==> src/rtl/req_handshake_tx.sv <==
// Source side of a 4-phase req/ack handshake: queues single-cycle events and launches one handshake per event.
// Outputs are registered; events arriving while a handshake is in flight wait in a saturating pending counter.
module req_handshake_tx #(
  parameter int SYNC_STAGES = 2,
  parameter int PEND_W      = 3,
  parameter int TIMEOUT_CYC = 1023
) (
  input  logic              clk,
  input  logic              rst,
  input  logic              event_in,
  input  logic              ack_async,
  input  logic              clr_err,
  output logic              req_out,
  output logic              busy,
  output logic              done,
  output logic [PEND_W-1:0] pending,
  output logic              overflow,
  output logic              timeout_err
);

  localparam int TMO_W = $clog2(TIMEOUT_CYC + 1);
  localparam logic [PEND_W-1:0] PEND_MAX = '1;
  localparam logic [TMO_W-1:0]  TMO_LIM  = TMO_W'(TIMEOUT_CYC);

  typedef enum logic [1:0] {IDLE, REQ, REL} state_e;

  state_e                 state_q, state_d;
  logic [SYNC_STAGES-1:0] ack_sync_q;
  logic                   ack_s;
  logic [PEND_W-1:0]      pend_q, pend_d;
  logic [TMO_W-1:0]       tmo_cnt_q, tmo_cnt_d;
  logic                   req_q, busy_q, done_q, ovf_q, tmo_q;
  logic                   launch, ovf_set, tmo_set;

  assign ack_s = ack_sync_q[SYNC_STAGES-1];

  always_comb begin
    state_d = state_q;
    launch  = 1'b0;
    case (state_q)
      IDLE: if (pend_q != '0 && !ack_s) begin
        launch  = 1'b1;
        state_d = REQ;
      end
      REQ:     if (ack_s)  state_d = REL;
      REL:     if (!ack_s) state_d = IDLE;
      default: state_d = IDLE;
    endcase
  end

  // A launch and a new event in the same cycle cancel out.
  always_comb begin
    pend_d  = pend_q;
    ovf_set = 1'b0;
    if (event_in && !launch) begin
      if (pend_q == PEND_MAX) ovf_set = 1'b1;
      else                    pend_d  = pend_q + PEND_W'(1);
    end else if (!event_in && launch) begin
      pend_d = pend_q - PEND_W'(1);
    end
  end

  always_comb begin
    tmo_cnt_d = tmo_cnt_q;
    tmo_set   = 1'b0;
    if (state_d != state_q) begin
      tmo_cnt_d = '0;
    end else if (state_q != IDLE && tmo_cnt_q != TMO_LIM) begin
      tmo_cnt_d = tmo_cnt_q + TMO_W'(1);
      tmo_set   = (tmo_cnt_d == TMO_LIM);
    end
  end

  always_ff @(posedge clk) begin
    if (rst) begin
      ack_sync_q <= '0;
      state_q    <= IDLE;
      pend_q     <= '0;
      tmo_cnt_q  <= '0;
      req_q      <= 1'b0;
      busy_q     <= 1'b0;
      done_q     <= 1'b0;
      ovf_q      <= 1'b0;
      tmo_q      <= 1'b0;
    end else begin
      ack_sync_q <= {ack_sync_q[SYNC_STAGES-2:0], ack_async};
      state_q    <= state_d;
      pend_q     <= pend_d;
      tmo_cnt_q  <= tmo_cnt_d;
      req_q      <= (state_d == REQ);
      busy_q     <= (state_d != IDLE);
      done_q     <= (state_q == REL) && (state_d == IDLE);
      // A set in the same cycle as clr_err takes priority.
      ovf_q      <= ovf_set | (ovf_q & ~clr_err);
      tmo_q      <= tmo_set | (tmo_q & ~clr_err);
    end
  end

  assign req_out     = req_q;
  assign busy        = busy_q;
  assign done        = done_q;
  assign pending     = pend_q;
  assign overflow    = ovf_q;
  assign timeout_err = tmo_q;

endmodule

==> config.mk <==
export PLATFORM = sky130hd
export DESIGN_NAME = req_handshake_tx
export DESIGN_NICKNAME = d
export VERILOG_FILES = /design/src/rtl/req_handshake_tx.sv
export SDC_FILE = /design/constraint.sdc
export NUM_CORES = 1
export LEC_CHECK = 0
export CAP_MARGIN = 5
export CORE_ASPECT_RATIO = 1.4
export CORE_MARGIN = 2
export CORE_UTILIZATION = 50
export DETAILED_ROUTE_END_ITERATION = 10
export PLACE_DENSITY = 0.72
export SYNTH_ARGS = -nofsm -noshare
export SYNTH_HDL_FRONTEND = slang
export SYNTH_SLANG_ARGS = --single-unit
==> constraint.sdc <==
create_clock -name clk -period 2.48 [get_ports clk]
set_input_delay 0.496 -clock clk [delete_from_list [all_inputs] [get_ports clk]]
set_output_delay 0.496 -clock clk [all_outputs]
set_load 0.05 [all_outputs]
==> reports/qor.yml <==
grt_util_all_layers_pct: 20.6
setup_viol: 0
dieArea_um2: 2800
run_status: "completed"
worstMarginPinSlew_ps: 642
grt_pass1_vias: 1017
crit_type: "reg -> out"
power_mw: 1.20
synth_top_cell_by_area: "dfxtp_1"
synth.top_cells.by_area: "dfxtp_1, a21oi_1, nor2b_1, o21ai_0, or3_1"
crit_chain: "clkdlybuf4s50_1"
synth_edf_count: 0
most-common-layout-cells: "dfxtp_1, clkdlybuf4s50_1, a21oi_1, o21ai_0"
htree_levels: 1
required_ps: 1980
crit_family: "buffers and inverters"
vias: 1063
holdPathStages: 1
io_pins: 13
worstHoldStart: "ack_sync_q[0]$_SDFF_PP0_"
cts.path.max_buffers: 2
postSynth.asyncResetShare_pct: 0
cts.clk_slew.worst_paths_ps: 120
period_minus_slack_ps: 2140
ys_seq_area_share_pct: 36.9
slew-limit-headroom_pct: 56.5
avgSynthCellArea_um2: 8.60
timing.rr.start: "state_q[1]$_SDFF_PP0_"
clock_latency_ps: 310
drv_cap: 0
fp-row-count: 21
grt-ovfl-total: 0
grt_pass1_wl_mm: 4.20
regToRegSetupSlack_ps: 500
hold_path_end: "ack_sync_q[1]$_SDFF_PP0_"
drtIter0Drc: 25
crit_slowest_cell: "clkdlybuf4s50_1"
ir_drop_mv: 0.461
routed_wl_mm: 2.45
reg2reg_depth: 5
critical_path_arrival_ps: 1640
min_period_over_period_pct: 86.2
synth.distinct_cells: 49
coreArea_um2: 2340
layout-drive-gt1-share_pct: 8.72
syn_nets: 147
routabilityCongestion: 0.852
critPathMaxStageDelay_ps: 860
final_max_slew_viol_count: 0
post_cts_resized: 0
firstDrtPassIters: 4
ys_dominant_reg_cell: "dfxtp_1"
worst-path-buf-inv: 1
startpoint_type: "register"
final_common_cell: "dfxtp_1"
ys_ff_latch: 22
fillCellCount: 219
cts_tree: "built"
power_density_nw_per_um2: 877
hold_viol: 0
start_util_pct: 51.1
nets: 158
n_antenna_cell: 0
fin_setup_tns_ps: 0
postCtsSetupBuffers: 0
fmax_mhz: 468
synth_warnings: 0
ant_nets: 0
r2r_end: "pending[2]$_SDFFE_PP0P_"
via_per_inst: 6.18
die_w_um: 45.3
grt_setup_unrepaired: "false"
die_y_um: 61.8
hp-class: "reg -> reg"
placement.io_buffers: 12
cts_root_buf: "clkbuf_4"
finalClockSkew_ps: 5.68
cts_buffers: 3
cp_max_fo: 7
wl_per_cell_um: 14.2
antenna_found_initial: 0
grt_max_degree: 14
synth_cells: 139
clock_sinks: 22
syn2layout_area_growth_pct: 14.8
drc: 0
hpwl_mm: 1.88
synth_top_cell_area_share_pct: 36.9
endpoint_kind: "output port"
syn_area_um2: 1190
leakagePower_nw: 0.469
ctsHoldBuffers: 0
==> layout make-up <==
type | instances | area (µm²) | area share, %
timing repair buffer | 15 | 143 | 10.4
multi-input combinational | 104 | 692 | 50.5
sequential | 22 | 440 | 32.1
clock buffer | 3 | 22.5 | 1.64
inverter | 4 | 15.0 | 1.09
clock inverter | 1 | 30.0 | 2.19
tap | 23 | 28.8 | 2.10
==> sequential cells by signal, summed over array words and instances (netlist names) <==
signal and flops:
req_out 1, ack_sync_q 2, overflow 1, busy 1, pending 3, done 1, state_q 2, timeout_err 1
tmo_cnt_q 10
==> through the flow <==
stage	cell area [µm²]	cells	setup slack (ps)	util, %	hold WS [ps]
after floorplan	1190	139	427	-	414
after global placement	1320	168	348	56.4	431
after detailed placement	1320	168	288	56.4	441
after CTS	1370	172	330	58.6	468
after global routing	1370	172	252	58.6	480
final	1370	172	342	58.6	462
==> cell families after synthesis <==
kind of cell,Yosys count,synth area share [%]
simple gates,62,31.4
compound gates,33,17.9
flops,22,36.9
buf+inv,13,5.23
xor+xnor,3,2.20
mux,3,2.62
fa+ha+maj,3,3.77
==> worst max path at each step <==
stage	cells past startpoint	slack (ps)	endpoint	startpoint
floorplan	5	430	pending[2]$_SDFFE_PP0P_	pending[0]$_SDFFE_PP0P_
global placement	5	350	pending[2]$_SDFFE_PP0P_	event_in
detailed placement	5	290	pending[2]$_SDFFE_PP0P_	event_in
CTS	1	330	pending[0]	pending[0]$_SDFFE_PP0P_
global route	1	250	pending[0]	pending[0]$_SDFFE_PP0P_
finish	1	340	pending[0]	pending[0]$_SDFFE_PP0P_
==> power breakdown <==
group	switching [mW]	internal, mW
Clock	0.108	0.163
Sequential	0.0684	0.402
Combinational	0.275	0.186
==> metal layers <==
metal  global-route usage [%]  vias up  wire, µm
met5                        0        -         0
met4                     9.24        0        25
met3                     3.76        4        46
met2                     39.8       14      1350
met1                     20.8      516      1030
li1                         -      529         -
==> Yosys cell counts (2+ instances only) <==
| cell type | n |
|---|---|
| nor3_1 | 7 |
| ha_1 | 2 |
| or2_2 | 2 |
| mux2i_1 | 2 |
| or3_1 | 6 |
| nand3_1 | 6 |
| nand2b_1 | 2 |
| inv_1 | 4 |
| xnor2_1 | 2 |
| o211ai_1 | 3 |
| and3_1 | 3 |
| o21ai_0 | 8 |
| nand4_1 | 2 |
| nor2b_1 | 7 |
| dfxtp_1 | 22 |
| nor2_1 | 5 |
| a21oi_1 | 9 |
| a211o_1 | 2 |
| clkbuf_1 | 3 |
| nor4_1 | 2 |
| o31ai_1 | 2 |
| nand2_1 | 6 |
| nor4b_1 | 2 |
| buf_2 | 5 |
Power figures use the tool's default switching activity.
